**config.mk**
```make
export PLATFORM = sky130hd
export DESIGN_NAME = fifo_ctrl
export DESIGN_NICKNAME = d
export VERILOG_FILES = /design/src/rtl/fifo_ctrl.sv
export SDC_FILE = /design/constraint.sdc
export NUM_CORES = 1
export LEC_CHECK = 0
export CAP_MARGIN = 20
export CELL_PAD_IN_SITES_DETAIL_PLACEMENT = 1
export CELL_PAD_IN_SITES_GLOBAL_PLACEMENT = 2
export CORE_UTILIZATION = 17
export DETAILED_ROUTE_END_ITERATION = 16
export GPL_ROUTABILITY_DRIVEN = 0
export PLACE_DENSITY = 0.85
export SYNTH_ARGS = -nofsm -noshare
export SYNTH_HDL_FRONTEND = slang
export SYNTH_SLANG_ARGS = --single-unit
```
**constraint.sdc**
```tcl
create_clock -name clK -period 4.85 [get_ports clK]
set_clock_uncertainty 0.2 [all_clocks]
set_input_delay 0.97 -clock clK [delete_from_list [all_inputs] [get_ports clK]]
set_output_delay 0.97 -clock clK [all_outputs]
set_load 0.005 [all_outputs]
```
**src/rtl/fifo_ctrl.sv**
```systemverilog
// Single-clock FIFO controller for a dual-port RAM (A = write, B = read); rd_valid one cycle after rd_en.
// Backpressure: writes are refused when full and reads when empty; `FIFO_ERR_FLAGS_EN adds sticky overflow/underflow.
module fifo_ctrl #(
  parameter int DATA     = 16,
  parameter int ADDR     = 5,
  parameter int AF_LEVEL = 28,
  parameter int AE_LEVEL = 4
) (
  input  logic            clK,
  input  logic            rst,
  input  logic            wr_en,
  input  logic [DATA-1:0] wr_data,
  output logic            full,
  output logic            almost_full,
  input  logic            rd_en,
  output logic [DATA-1:0] rd_data,
  output logic            rd_valid,
  output logic            empty,
  output logic            almost_empty,
  output logic [ADDR:0]   count,
  output logic            a_port_WR,
  output logic [ADDR-1:0] a_port_ADDR,
  output logic [DATA-1:0] a_port_data_IN,
  output logic            b_port_WR,
  output logic [ADDR-1:0] b_port_ADDR,
  output logic [DATA-1:0] b_port_data_IN,
  input  logic [DATA-1:0] b_port_data_OUT
`ifdef FIFO_ERR_FLAGS_EN
  ,
  output logic            overflow,
  output logic            underflow
`endif
);

  localparam logic [ADDR:0] PTR_ONE = (ADDR+1)'(1);
  localparam logic [ADDR:0] AF_LVL  = (ADDR+1)'(AF_LEVEL);
  localparam logic [ADDR:0] AE_LVL  = (ADDR+1)'(AE_LEVEL);

  // Extra MSB on each pointer is the wrap bit that separates full from empty.
  logic [ADDR:0] wr_ptr;
  logic [ADDR:0] rd_ptr;
  logic          wr_ok;
  logic          rd_ok;

  assign empty        = (wr_ptr == rd_ptr);
  assign full         = (wr_ptr[ADDR-1:0] == rd_ptr[ADDR-1:0]) && (wr_ptr[ADDR] != rd_ptr[ADDR]);
  assign count        = wr_ptr - rd_ptr;
  assign almost_full  = (count >= AF_LVL);
  assign almost_empty = (count <= AE_LVL);

  assign wr_ok = wr_en & ~full;
  assign rd_ok = rd_en & ~empty;

  assign a_port_WR      = wr_ok;
  assign a_port_ADDR    = wr_ptr[ADDR-1:0];
  assign a_port_data_IN = wr_data;
  assign b_port_WR      = 1'b0;
  assign b_port_ADDR    = rd_ptr[ADDR-1:0];
  assign b_port_data_IN = '0;

  // The RAM registers its output on the read edge, so data lines up with rd_valid.
  assign rd_data = b_port_data_OUT;

  always_ff @(posedge clK) begin
    if (rst) begin
      wr_ptr   <= '0;
      rd_ptr   <= '0;
      rd_valid <= 1'b0;
    end else begin
      if (wr_ok) wr_ptr <= wr_ptr + PTR_ONE;
      if (rd_ok) rd_ptr <= rd_ptr + PTR_ONE;
      rd_valid <= rd_ok;
    end
  end

`ifdef FIFO_ERR_FLAGS_EN
  always_ff @(posedge clK) begin
    if (rst) begin
      overflow  <= 1'b0;
      underflow <= 1'b0;
    end else begin
      if (wr_en && full)  overflow  <= 1'b1;
      if (rd_en && empty) underflow <= 1'b1;
    end
  end
`endif

endmodule

```
==> metrics.txt <==
status=completed; nets=186; Comb power frac=0.472; Total GRT Usage=0.0681; CP max-delay cell=clkdlybuf4s50_1; Vias=approximately 840; CP Cell Sequence=inv_1 -> ha_1 -> o21ai_0 -> a21oi_1 -> nor4_1 -> a311o_1 -> a2111oi_4 -> clkdlybuf4s50_1; worst setup path class=reg -> out; Critical Path AT=2.77 ns; DRT iter0 DRCs=23; dpl cell area=between 1000 and 1500 µm²; share of layout cells above drive strength 1=0.0426; Critical Path Source Type=flop; power per cell area=319 nW/µm²; Period Utilization, post-route=0.812; clock transition at the registers of the reported paths=roughly 0.060 ns; Post-synth EDFFs=0; Layout area overhead=1.85%; post-synthesis cell count=158; syn_area_per_cell=8.13 µm²; Worst IR Drop VDD=0.0000495 V; Routed WL per cell=approximately 11 µm; Final Max Slew Viols=0; # setup viols final=0; XOR/XNOR Fraction of Synth Area=0.0944; pin count of the biggest net entering global routing=14; first-pass GRT wire length=4.09 mm; Yosys reg bits=13; Initial Utilization=0.176; yosys warns=0; CTS Root Cell=clkbuf_8; dpl cells=about 240; IO Pins=107; WP data required=~3.7 ns; adder-cell share of the synthesized area=0.0837; final WL=about 2.6 mm; filler cell count in the final layout=between 800 and 900; top cells by area, synth=buf_4 (34%), dfxtp_1 (20%), ha_1 (6.8%); Remaining DRCs=0; overflow left after global routing=0; Pint=roughly 0.28 mW; ys async rst share=0; num rows=31; Reg power frac=0.293; Setup TNS=0 ns; Finished Cell Area=1310 µm²; insertion delay to the later sink of the worst-skew pair=~0.24 ns; CP peak stage delay=0.55 ns; Switch Pwr=between 0.1 and 0.15 mW; max frequency=0.254 GHz; clock period minus worst slack=3.94 ns; simple-gate area share of the yosys netlist=0.140; Die Area=7910 µm²; first-pass iteration count of the detailed router=3; top_reg_cell synth=dfxtp_1; post-CTS setup buffers=0; # resized after CTS=0; Synth area leader=buf_4; IO Port Bufs=25; clock sink total=13; crit path max fanout=6; Clock power frac=0.234; Synth Cell Area=1280 µm²; Pleak=roughly 0.52 nW; TritonCTS clock tree=done; # diodes=0; clock buffer count from CTS=3; final core utilization=0.179; commonest non-fill, non-tap cell in the layout=clkdlybuf4s50_1; Hold Path Class=reg -> reg; Final Non-Filler Cells=240; post-detailed-placement half-perimeter wirelength=around 2.1 mm; chip width=88.9 µm; Sw Ratio=0.326; Routed Antenna Nets=0; compound-cell area share of the yosys netlist=0.0954; max-cap viol count=0; Hold Violations, Final=0; Die Ht=88.9 µm; largest family of logic cells by synthesized area=buffers and inverters; final hold slack=0.372 ns; Synth top area share=0.345; CORE AREA=7290 µm²; H-tree levels=1; vias in the first global route=860; CTS Buffer Depth=2; Tightest Pin Transition=approximately 0.50 ns; Post-CTS Hold Fix Bufs=0; post-synthesis cell type count=32; crit end category=primary output; vias per cell=3.50; Seq/Total Area, Yosys=0.203; setup repair after global routing missed its margin=no; initial antenna violation count=0; most frequent cells in the layout=clkdlybuf4s50_1 (25), conb_1 (17), nor2_1 (15); multiplexer share of the synthesized area=0; relative slew slack=0.663
critical path, delay by kind of cell (launching register included):
kind,cells,cell delay [ns]
flip-flops,1,0.38
AND/OR/NAND/NOR,1,0.06
AO/OA/AOI/OAI,4,1.04
buffers and inverters,2,0.65
adder cells (fa/ha/maj),1,0.39
sequential cells by signal, indices dropped and copies added, names as in the netlist:
register  count
wr_ptr        6
rd_ptr        6
rd_valid      1
final timing paths:
kind,depth (start not counted),slack [ns],startpoint,endpoint
max,8,0.91,rd_ptr[2]$_SDFFE_PP0P_,almost_empty
min,2,0.37,wr_ptr[5]$_SDFFE_PP0P_,wr_ptr[5]$_SDFFE_PP0P_
max reg2reg,7,2.62,rd_ptr[2]$_SDFFE_PP0P_,wr_ptr[5]$_SDFFE_PP0P_
min reg2reg,2,0.37,wr_ptr[5]$_SDFFE_PP0P_,wr_ptr[5]$_SDFFE_PP0P_
synth_stat cells (2+ instances only):
cell	number
nand4_1	4
inv_1	9
xnor2_1	5
dfxtp_1	13
a21oi_1	5
nand2b_1	2
xor2_1	7
nand2_1	5
buf_4	59
nor2b_1	2
nand3_1	2
nor2_1	15
and3_1	3
clkbuf_1	2
ha_1	7
o21ai_0	2
layer usage:
| layer | global-route usage | vias up | wire length, µm |
|---|---|---|---|
| li1 | - | 404 | - |
| met1 | 0.0764 | 400 | 1040 |
| met2 | 0.119 | 29 | 1320 |
| met3 | 0.0129 | 6 | 199 |
| met4 | 0.0433 | 0 | 40 |
| met5 | 0 | - | 0 |
power by group through the flow:
stage / clock network (mW) / logic (mW) / registers, mW
after floorplan: 0 / 0.141 / 0.121
after global placement: 0 / 0.194 / 0.124
after detailed placement: 0 / 0.200 / 0.125
after CTS: 0.103 / 0.201 / 0.122
after global routing: 0.106 / 0.219 / 0.124
final: 0.0977 / 0.197 / 0.122
stage by stage:
| stage | power (mW) | setup slack (ns) |
|---|---|---|
| 2_1_floorplan | 0.263 | 1.87 |
| 3_3_place_gp | 0.318 | 1.20 |
| 3_5_place_dp | 0.325 | 1.16 |
| 4_1_cts | 0.426 | 0.889 |
| 5_1_grt | 0.449 | 0.707 |
| 6_report | 0.417 | 0.913 |
cells by family after synthesis:
family          after synthesis
compound gates               15
xor+xnor                     13
fa+ha+maj                     8
buf+inv                      71
flops                        13
other cells                   1
simple gates                 37
cell type report:
class,instances,area [µm²],area share
Tap cell,99,124,0.0946
Timing Repair Buffer,25,250,0.191
Sequential cell,13,260,0.199
Inverter,9,33.8,0.0258
Clock buffer,4,45.0,0.0344
Multi-Input combinational cell,90,596,0.455
No activity file was read; power rests on OpenSTA's default activity.
